[config.mk]
export PLATFORM = sky130hd
export DESIGN_NAME = small_fifo_sync
export DESIGN_NICKNAME = d
export VERILOG_FILES = /design/src/rtl/small_fifo_sync.sv
export SDC_FILE = /design/constraint.sdc
export NUM_CORES = 1
export LEC_CHECK = 0
export ABC_AREA = 1
export CORE_ASPECT_RATIO = 0.9
export CORE_UTILIZATION = 55
export CTS_CLUSTER_DIAMETER = 60
export DETAILED_ROUTE_END_ITERATION = 10
export GPL_ROUTABILITY_DRIVEN = 1
export HOLD_SLACK_MARGIN = 0.02
export PLACE_DENSITY = 0.74
export SETUP_SLACK_MARGIN = 0.5
export SLEW_MARGIN = 25
export SYNTH_ARGS = -nofsm -noshare
export SYNTH_HDL_FRONTEND = slang
export SYNTH_SLANG_ARGS = --single-unit
[constraint.sdc]
create_clock -name clk -period 20.5 [get_ports clk]
set_clock_uncertainty 0.05 [all_clocks]
set_input_delay 4.1 -clock clk [delete_from_list [all_inputs] [get_ports clk]]
set_output_delay 4.1 -clock clk [all_outputs]
set_load 0.01 [all_outputs]
[src/rtl/small_fifo_sync.sv]
// Shallow synchronous FIFO with registered read data and occupancy-derived
// status flags (empty, full, nearly_full, prog_full).
module small_fifo_sync #(
  parameter int WIDTH               = 72,
  parameter int MAX_DEPTH_BITS      = 3,
  parameter int PROG_FULL_THRESHOLD = 2**MAX_DEPTH_BITS - 1
) (
  input  logic             clk,
  input  logic             reset,
  input  logic [WIDTH-1:0] din,
  input  logic             wr_en,
  input  logic             rd_en,
  output logic [WIDTH-1:0] dout,
  output logic             full,
  output logic             nearly_full,
  output logic             prog_full,
  output logic             empty
);

  localparam int DEPTH = 2**MAX_DEPTH_BITS;
  localparam int CW    = MAX_DEPTH_BITS + 1;

  localparam logic [CW-1:0] DEPTH_C = CW'(DEPTH);
  localparam logic [CW-1:0] NF_C    = CW'(DEPTH - 1);
  localparam logic [CW-1:0] PF_C    = CW'(PROG_FULL_THRESHOLD);

  logic [WIDTH-1:0]          mem [DEPTH];
  logic [MAX_DEPTH_BITS-1:0] wptr;
  logic [MAX_DEPTH_BITS-1:0] rptr;
  logic [CW-1:0]             count;
  logic                      wr_ok;
  logic                      rd_ok;

  always_comb begin
    empty       = (count == '0);
    full        = (count == DEPTH_C);
    nearly_full = (count >= NF_C);
    prog_full   = (count >= PF_C);
    wr_ok       = wr_en && !full;
    rd_ok       = rd_en && !empty;
  end

  // Storage is not reset; clearing the pointers and count is enough to discard it.
  always_ff @(posedge clk) begin
    if (reset && wr_ok)
      mem[wptr] <= din;
  end

  always_ff @(posedge clk) begin
    if (!reset) begin
      wptr  <= '0;
      rptr  <= '0;
      count <= '0;
      dout  <= '0;
    end else begin
      if (wr_ok)
        wptr <= wptr + 1'b1;
      if (rd_ok) begin
        dout <= mem[rptr];
        rptr <= rptr + 1'b1;
      end
      case ({wr_ok, rd_ok})
        2'b10:   count <= count + 1'b1;
        2'b01:   count <= count - 1'b1;
        default: count <= count;
      endcase
    end
  end

`ifndef SYNTHESIS
  always_ff @(posedge clk) begin
    if (reset && wr_en && full)
      $warning("%m: write while full, word dropped");
    if (reset && rd_en && empty)
      $warning("%m: read while empty, ignored");
  end
`endif

endmodule

# Word-level counts from Yosys, hierarchy flattened
# Memories as Yosys holds them, arrays and structs flattened. A register that Yosys moved wholly into a read port is not among the register bits.
# Index checks and enable logic that the tools add are counted.
# Widths: inputs -> output; s select.
# classes
n_mux	3
addsub	4
n_eq_ne	3
reduce_logical	8
n_lt_le_gt_ge	1
# op_table
cell	n
$pmux 4 s2	1
$add 3x1->3 const B	2
$add 4x1->4 const B	1
$eq 4x4->1 const B	1
$ge 4x3->1 const B	1
$logic_not 4->1	1
$sub 4x1->4 const B	1
$logic_and 1x1->1	3
$logic_not 1->1	3
$eq 2x1->1 const B	1
$eq 2x2->1 const B	1
$mux 1	2
$reduce_bool 2->1	1
# word_totals
ram_bits	576
out_inout_bits	76
in_bits	76
elab_cells	23
n_memories	1
regBits	10
# mem_list
memory	depth	width	read_ports	rd_clocked_by_memory_dff	write_ports	line_no	text
mem	8	72	1	1	1	27	logic [WIDTH-1:0] mem [DEPTH];

# Depth between registers and ports, before layout
# Gate-level depths: netlist of the first run.
# logic_depth
ltp_word	6
mapped_depth	14
ltp_nobuf	13

# Worst setup path before layout of the first run
# Ideal clock, no wire load.
# synth_path
kind	input -> register
from	input reset
to	memory mem[6][0] (enable)
path_buffers	1
arrival_ns	9.376
slack_ns	10.482
setup_ns	0.591
cell_stages	3
required_time_ns	19.859
cell_sequence	clkbuf_1 -> nand2_1 -> nor3_1
# synth_between
elab_chain_len	3
# synth_lines
item	line_no	text
from (decl)	9	input logic reset,
$logic_and 1x1->1	45	if (reset && wr_ok)
$mux 1	45	
$mux 1 (implied by the code)	46	mem[wptr] <= din;
to (decl)	27	
# No other way between the ends.

# Worst setup path in the final report of the first run
# layout_path
from	input reset
to	memory mem[7][30] (enable)
# The elaborated chain is that of the path after synthesis.

==> impl_metrics.json, run 1 <==
{
  "avgSynthCellArea_um2": 9.90,
  "r2r_cells": 13,
  "power_density_nw_per_um2": 117,
  "numCtsBuffers": 67,
  "fin_crit_sh_pct": 33.4,
  "dr_total_vias": 18600,
  "drc": 0,
  "dpl_cell_area_um2": 29900,
  "syn-cell-area_um2": 27900,
  "seq_area_frac_synth_pct": 67.8,
  "first_pass_iters": 5,
  "clkTransAtPathRegs_ps": 60,
  "ant_nets": 0,
  "whs_endpoint": "count[3]",
  "synthDominantCellAreaShare_pct": 61.9,
  "ys_warn_count": 0,
  "synth.largest_area_cell": "edfxtp_1",
  "cp_max_fo": 83,
  "fillers": 3668,
  "fin_util_pct": 64.6,
  "numPortBuffers": 151,
  "ys.flop_type": "edfxtp_1",
  "path_class": "in -> reg",
  "p_leak_nw": 14.1,
  "syn_nets": 2904,
  "worst_pin_slew_ps": 1050,
  "first_global_vias": 18300,
  "finalHoldViolCount": 0,
  "whs_path_depth": 2,
  "syn_to_final_growth_pct": 14.8,
  "grt_max_degree": 192,
  "required_ps": 20660,
  "die_w_um": 240,
  "ys_top_cells_by_count": "nand2_1 (811), inv_1 (666), edfxtp_1 (576)",
  "hold_start": "count[3]",
  "cts_resized": 0,
  "post_cts_buffers": 0,
  "cts_tree": "yes",
  "final_area_um2": 32100,
  "max_cap_viol_count": 0,
  "place_ws_ps": 13050,
  "cts_hold_buffers": 0,
  "critPathArrivalTime_ps": 7010,
  "clock-sinks": 658,
  "period_needed_ps": 6850,
  "ys_ff_latch": 658,
  "drive_above_1_share_pct": 4.56,
  "finalSetupTns_ps": 0,
  "worst_slack_ps": 13650,
  "die_area_um2": 51700,
  "drt_iter0_drc": 1717,
  "clock_path_buffers": 3,
  "peakVddDrop_v": 0.0000729,
  "grt_first_pass_wirelength_mm": 95.8,
  "rows": 77,
  "ff_latch_area_um2": 18900,
  "num_io_pins": 152,
  "syn_inst": 2822,
  "multi_input_area_um2": 5890,
  "post_synth_num_cell_types": 20,
  "post_drt_wl_per_cell_um": 16.5,
  "grt.overflow.total": 0,
  "min-delay-path-class": "reg -> reg",
  "drt_wl_total_mm": 60.3,
  "yosysMostFrequentCell": "nand2_1",
  "antenna_found_initial": 5,
  "outcome": "finished clean",
  "async_reset_ff_share_pct": 0,
  "critPathCaptureType": "flip-flop",
  "clk_latency_ps": 590,
  "r2r-end": "count[3]",
  "via_per_inst": 5.09,
  "setup_violations": 0,
  "r2r_start": "count[3]",
  "initial_core_util_pct": 56.3,
  "startpoint_type": "input pin",
  "core_um2": 49600,
  "r2r_setup_slack_ps": 17050,
  "cts_max_level": 3,
  "max_freq_mhz": 146,
  "hpwlAfterDp_mm": 32.6,
  "dieHeight_um": 216,
  "yosys-top-cells-area": "edfxtp_1 (62%), nand2_1 (11%), inv_1 (9.0%)",
  "rsz0062_at_grt": "no",
  "slew_viol_final": 0,
  "maxSlewHeadroom_pct": 29.7,
  "root_buffer": "clkbuf_16",
  "track_usage_pct": 23.8,
  "globalplace.congestion": 0.767,
  "synth_edf_count": 576,
  "fin_nets": 3012
}
-- cell usage in the layout (no fill, tap or decap), types with 5 or more instances in the layout --
master and n:
a21oi_1 80, buf_4 23, clkbuf_1 20, clkbuf_16 71, clkbuf_8 6, clkdlybuf4s50_1 150, clkinv_1 6, clkinv_2 12
dfxtp_1 79, edfxtp_1 576, ha_1 5, inv_1 665, nand2_1 810, nand3_1 436, o21ai_0 9
-- cell families (layout without fill, tap and decap cells) --
group / after synthesis / after routing / synth area share (%)
xor+xnor: 1 / 1 / 0.0314
fa+ha+maj: 6 / 6 / 0.296
buf+inv: 805 / 964 / 11.3
compound gates: 90 / 90 / 1.62
simple gates: 1262 / 1262 / 19.0
other cells: 0 / 3 / 0
flops: 658 / 658 / 67.8
-- registers in the layout, indices dropped and copies added (netlist names) --
name   count
mem      576
count      4
rptr       3
dout      72
wptr       3
-- metal layers --
layer / wire length [um] / GRT usage, % / vias up
met3: 3640 / 4.22 / 105
met4: 1430 / 8.12 / 4
met1: 25500 / 31.3 / 8847
li1: - / - / 9095
met2: 29700 / 40.0 / 568
met5: 31 / 0 / -
-- through the flow --
stage	hold WS (ps)	power, mW	std cells
after global placement	448	2.56	3531
after detailed placement	450	2.59	3532
final	460	3.75	3655
after CTS	457	3.77	3652
after global routing	492	3.94	3655
after floorplan	419	2.26	2822
-- worst max path at each step --
stage | from | to | slack, ps | cells past startpoint
CTS | reset | mem[7][10] | 13670 | 4
detailed placement | reset | mem[7][31] | 13050 | 4
floorplan | reset | mem[6][0] | 10480 | 3
global placement | reset | mem[7][38] | 13150 | 4
finish | reset | mem[7][30] | 13650 | 4
global route | rd_en | count[3] | 13430 | 12
-- where the power goes --
part	internal (mW)	switching [mW]	total, mW
clock network	0.695	0.490	1.19
registers	1.55	0.0587	1.61
logic	0.339	0.619	0.957
total	2.58	1.17	3.75
-- final cells by class --
cell class	count	area share, %
diodes	3	0.0234
clock buffers	97	6.03
clock inverters	23	0.624
inverters	669	7.89
multi-input cells	1359	18.4
flip-flops and latches	658	59.1
well taps	671	2.62
repair buffers	175	5.34
-- critical path: stages --
cell	delay, ps
buf_4	740
nand3_1	530
nor2_4	810
buf_4	760
No activity file was read; power rests on OpenSTA's default activity.
==> run 2: changes to the inputs <==
==> constraint.sdc (replaced) <==
create_clock -name clk -period 6.6 [get_ports clk]
set_clock_uncertainty 0.05 [all_clocks]
set_input_delay 1.32 -clock clk [delete_from_list [all_inputs] [get_ports clk]]
set_output_delay 1.32 -clock clk [all_outputs]
set_load 0.01 [all_outputs]
==> run 2 against run 1 <==
  * Non-clock buffer count rose by 2
  * Die area unchanged
  * Combinational power rose to 3.1 times the previous value
  * Clock power rose to 3.2 times the previous value
  * First-iteration DRC count up 14%
  * Global-route usage rose by 0.47 points
  * Sequential cell count unchanged
  * Count of clock-buffer cells in the layout grew 1
  * Critical path depth is 8 higher
  * Routed wire length up 0.92%
  * Total power rose to 3.1 times the previous value
  * Setup slack worse by 11000 ps
==> impl_metrics.json, run 2 (synthesized netlist as in run 1, its figures left out) <==
{
  "finalHoldViolCount": 0,
  "dieHeight_um": 216,
  "die_w_um": 240,
  "multi_input_area_um2": 5890,
  "crit_cells": 12,
  "r2r_start": "count[3]",
  "place_ws_ps": 1880,
  "slowest_stage": "buf_4",
  "r2r-end": "count[3]",
  "clk_latency_ps": 590,
  "setup_violations": 0,
  "crit_family": "buffers and inverters",
  "cp_max_fo": 79,
  "first_global_vias": 18400,
  "r2r_cells": 13,
  "max_freq_mhz": 242,
  "critPathArrivalTime_ps": 4580,
  "worst_slack_ps": 2470,
  "fin_util_pct": 64.9,
  "worst_pin_slew_ps": 1050,
  "ant_nets": 0,
  "cts_hold_buffers": 0,
  "min-delay-path-class": "reg -> reg",
  "max_cap_viol_count": 0,
  "slew_viol_final": 0,
  "worst_path_most_repeated_cell": "nand2_1",
  "startpoint_type": "input pin",
  "num_io_pins": 152,
  "drive_above_1_share_pct": 4.69,
  "first_pass_iters": 5,
  "grt_max_degree": 202,
  "final_cells": 3655,
  "outcome": "finished clean",
  "peakVddDrop_v": 0.000231,
  "cp_cell_sequence": "clkdlybuf4s50_1, nand2_4, clkinv_2, buf_4, ha_1, ha_1, or2_2, nand2_1, nand2_1, nand2_1, nand2_1, a21oi_1",
  "dr_total_vias": 18800,
  "clkTransAtPathRegs_ps": 60,
  "syn_to_final_growth_pct": 15.4,
  "fillers": 3671,
  "core_um2": 49600,
  "endpoint": "count[3]",
  "whs_path_depth": 4,
  "worstSetupStartpoint": "rd_en",
  "die_area_um2": 51700,
  "post_drt_wl_per_cell_um": 16.7,
  "hold_slack_ps": 465,
  "cts_resized": 0,
  "post_cts_buffers": 0,
  "cts_max_level": 3,
  "root_buffer": "clkbuf_16",
  "clock_path_buffers": 3,
  "p_leak_nw": 14.2,
  "via_per_inst": 5.14,
  "globalplace.congestion": 0.770,
  "antenna_found_initial": 3,
  "period_needed_ps": 4130,
  "power_density_nw_per_um2": 366,
  "maxSlewHeadroom_pct": 30.1,
  "final_common_cell": "nand2_1",
  "numPortBuffers": 151,
  "hpwlAfterDp_mm": 33.3,
  "place_inst": 3533,
  "largest_register_ffs": 576,
  "fin_nets": 3014,
  "numCtsBuffers": 67,
  "fin_crit_sh_pct": 62.5,
  "critPathCaptureType": "flip-flop",
  "drt_wl_total_mm": 60.9,
  "antenna_cells": 0,
  "drt_iter0_drc": 1954,
  "initial_core_util_pct": 56.3,
  "final_cell_mix": "nand2_1 (810), inv_1 (665), edfxtp_1 (576)",
  "rows": 77,
  "finalSetupTns_ps": 0,
  "ff_latch_area_um2": 18900,
  "path_class": "in -> reg",
  "r2r_setup_slack_ps": 3020,
  "largest-register": "mem",
  "cts_tree": "yes",
  "grt_first_pass_wirelength_mm": 97.5,
  "required_ps": 7060,
  "clock-sinks": 658,
  "grt.overflow.total": 0,
  "cpPeakStageDelay_ps": 680,
  "track_usage_pct": 24.3,
  "path_buf_inv": 3,
  "rsz0062_at_grt": "no",
  "drc": 0,
  "reg_top3": "mem x576, dout x72, count x4"
}
## run 2: cell count changes in the layout (fill, tap and decap cells not counted), sizes merged, moves of 2 or more
cell and delta:
clkinv -2, bufinv +2, buf +2, diode -3
## run 2: where the power goes
part           internal (mW)  leakage (nW)  switching, mW  total, mW
logic                   1.06          7.20           1.88       2.95
clock network           2.28          1.09           1.53       3.81
registers               4.81          5.88          0.214       5.03
## run 2: worst min-delay path, stage by stage, from the launching register on
cell and delay [ps]:
dfxtp_1 310, inv_1 40, nand2_1 40, nand2_1 50, a21oi_1 30
## run 2: how the worst min path moves through the flow
stage	end	startpoint	slack [ps]
after floorplan	count[3]	count[3]	420
after global placement	count[3]	count[3]	440
after detailed placement	dout[30]	dout[30]	450
after CTS	dout[62]	dout[62]	470
after global routing	dout[22]	dout[22]	480
final	dout[38]	dout[38]	460
## run 2: per-layer routing
metal / routed length, um / global-route usage (%) / vias up
met4: 1310 / 6.97 / 6
met2: 30000 / 40.8 / 605
met5: 45 / 0 / -
met1: 25800 / 32.8 / 8948
li1: - / - / 9102
met3: 3660 / 3.79 / 108
## run 2: layout make-up
cell class | count | share of cell area [%]
well taps | 671 | 2.61
clock inverters | 23 | 0.773
inverters | 669 | 7.86
clock buffers | 98 | 6.14
multi-input cells | 1359 | 18.3
repair buffers | 177 | 5.53
flip-flops and latches | 658 | 58.8
## run 2: through the flow
step	area, um2	total power, mW
3_5_place_dp	30000	8.05
2_1_floorplan	27900	7.02
5_1_grt	32200	12.4
6_report	32200	11.8
3_3_place_gp	29900	7.94
4_1_cts	32200	11.9
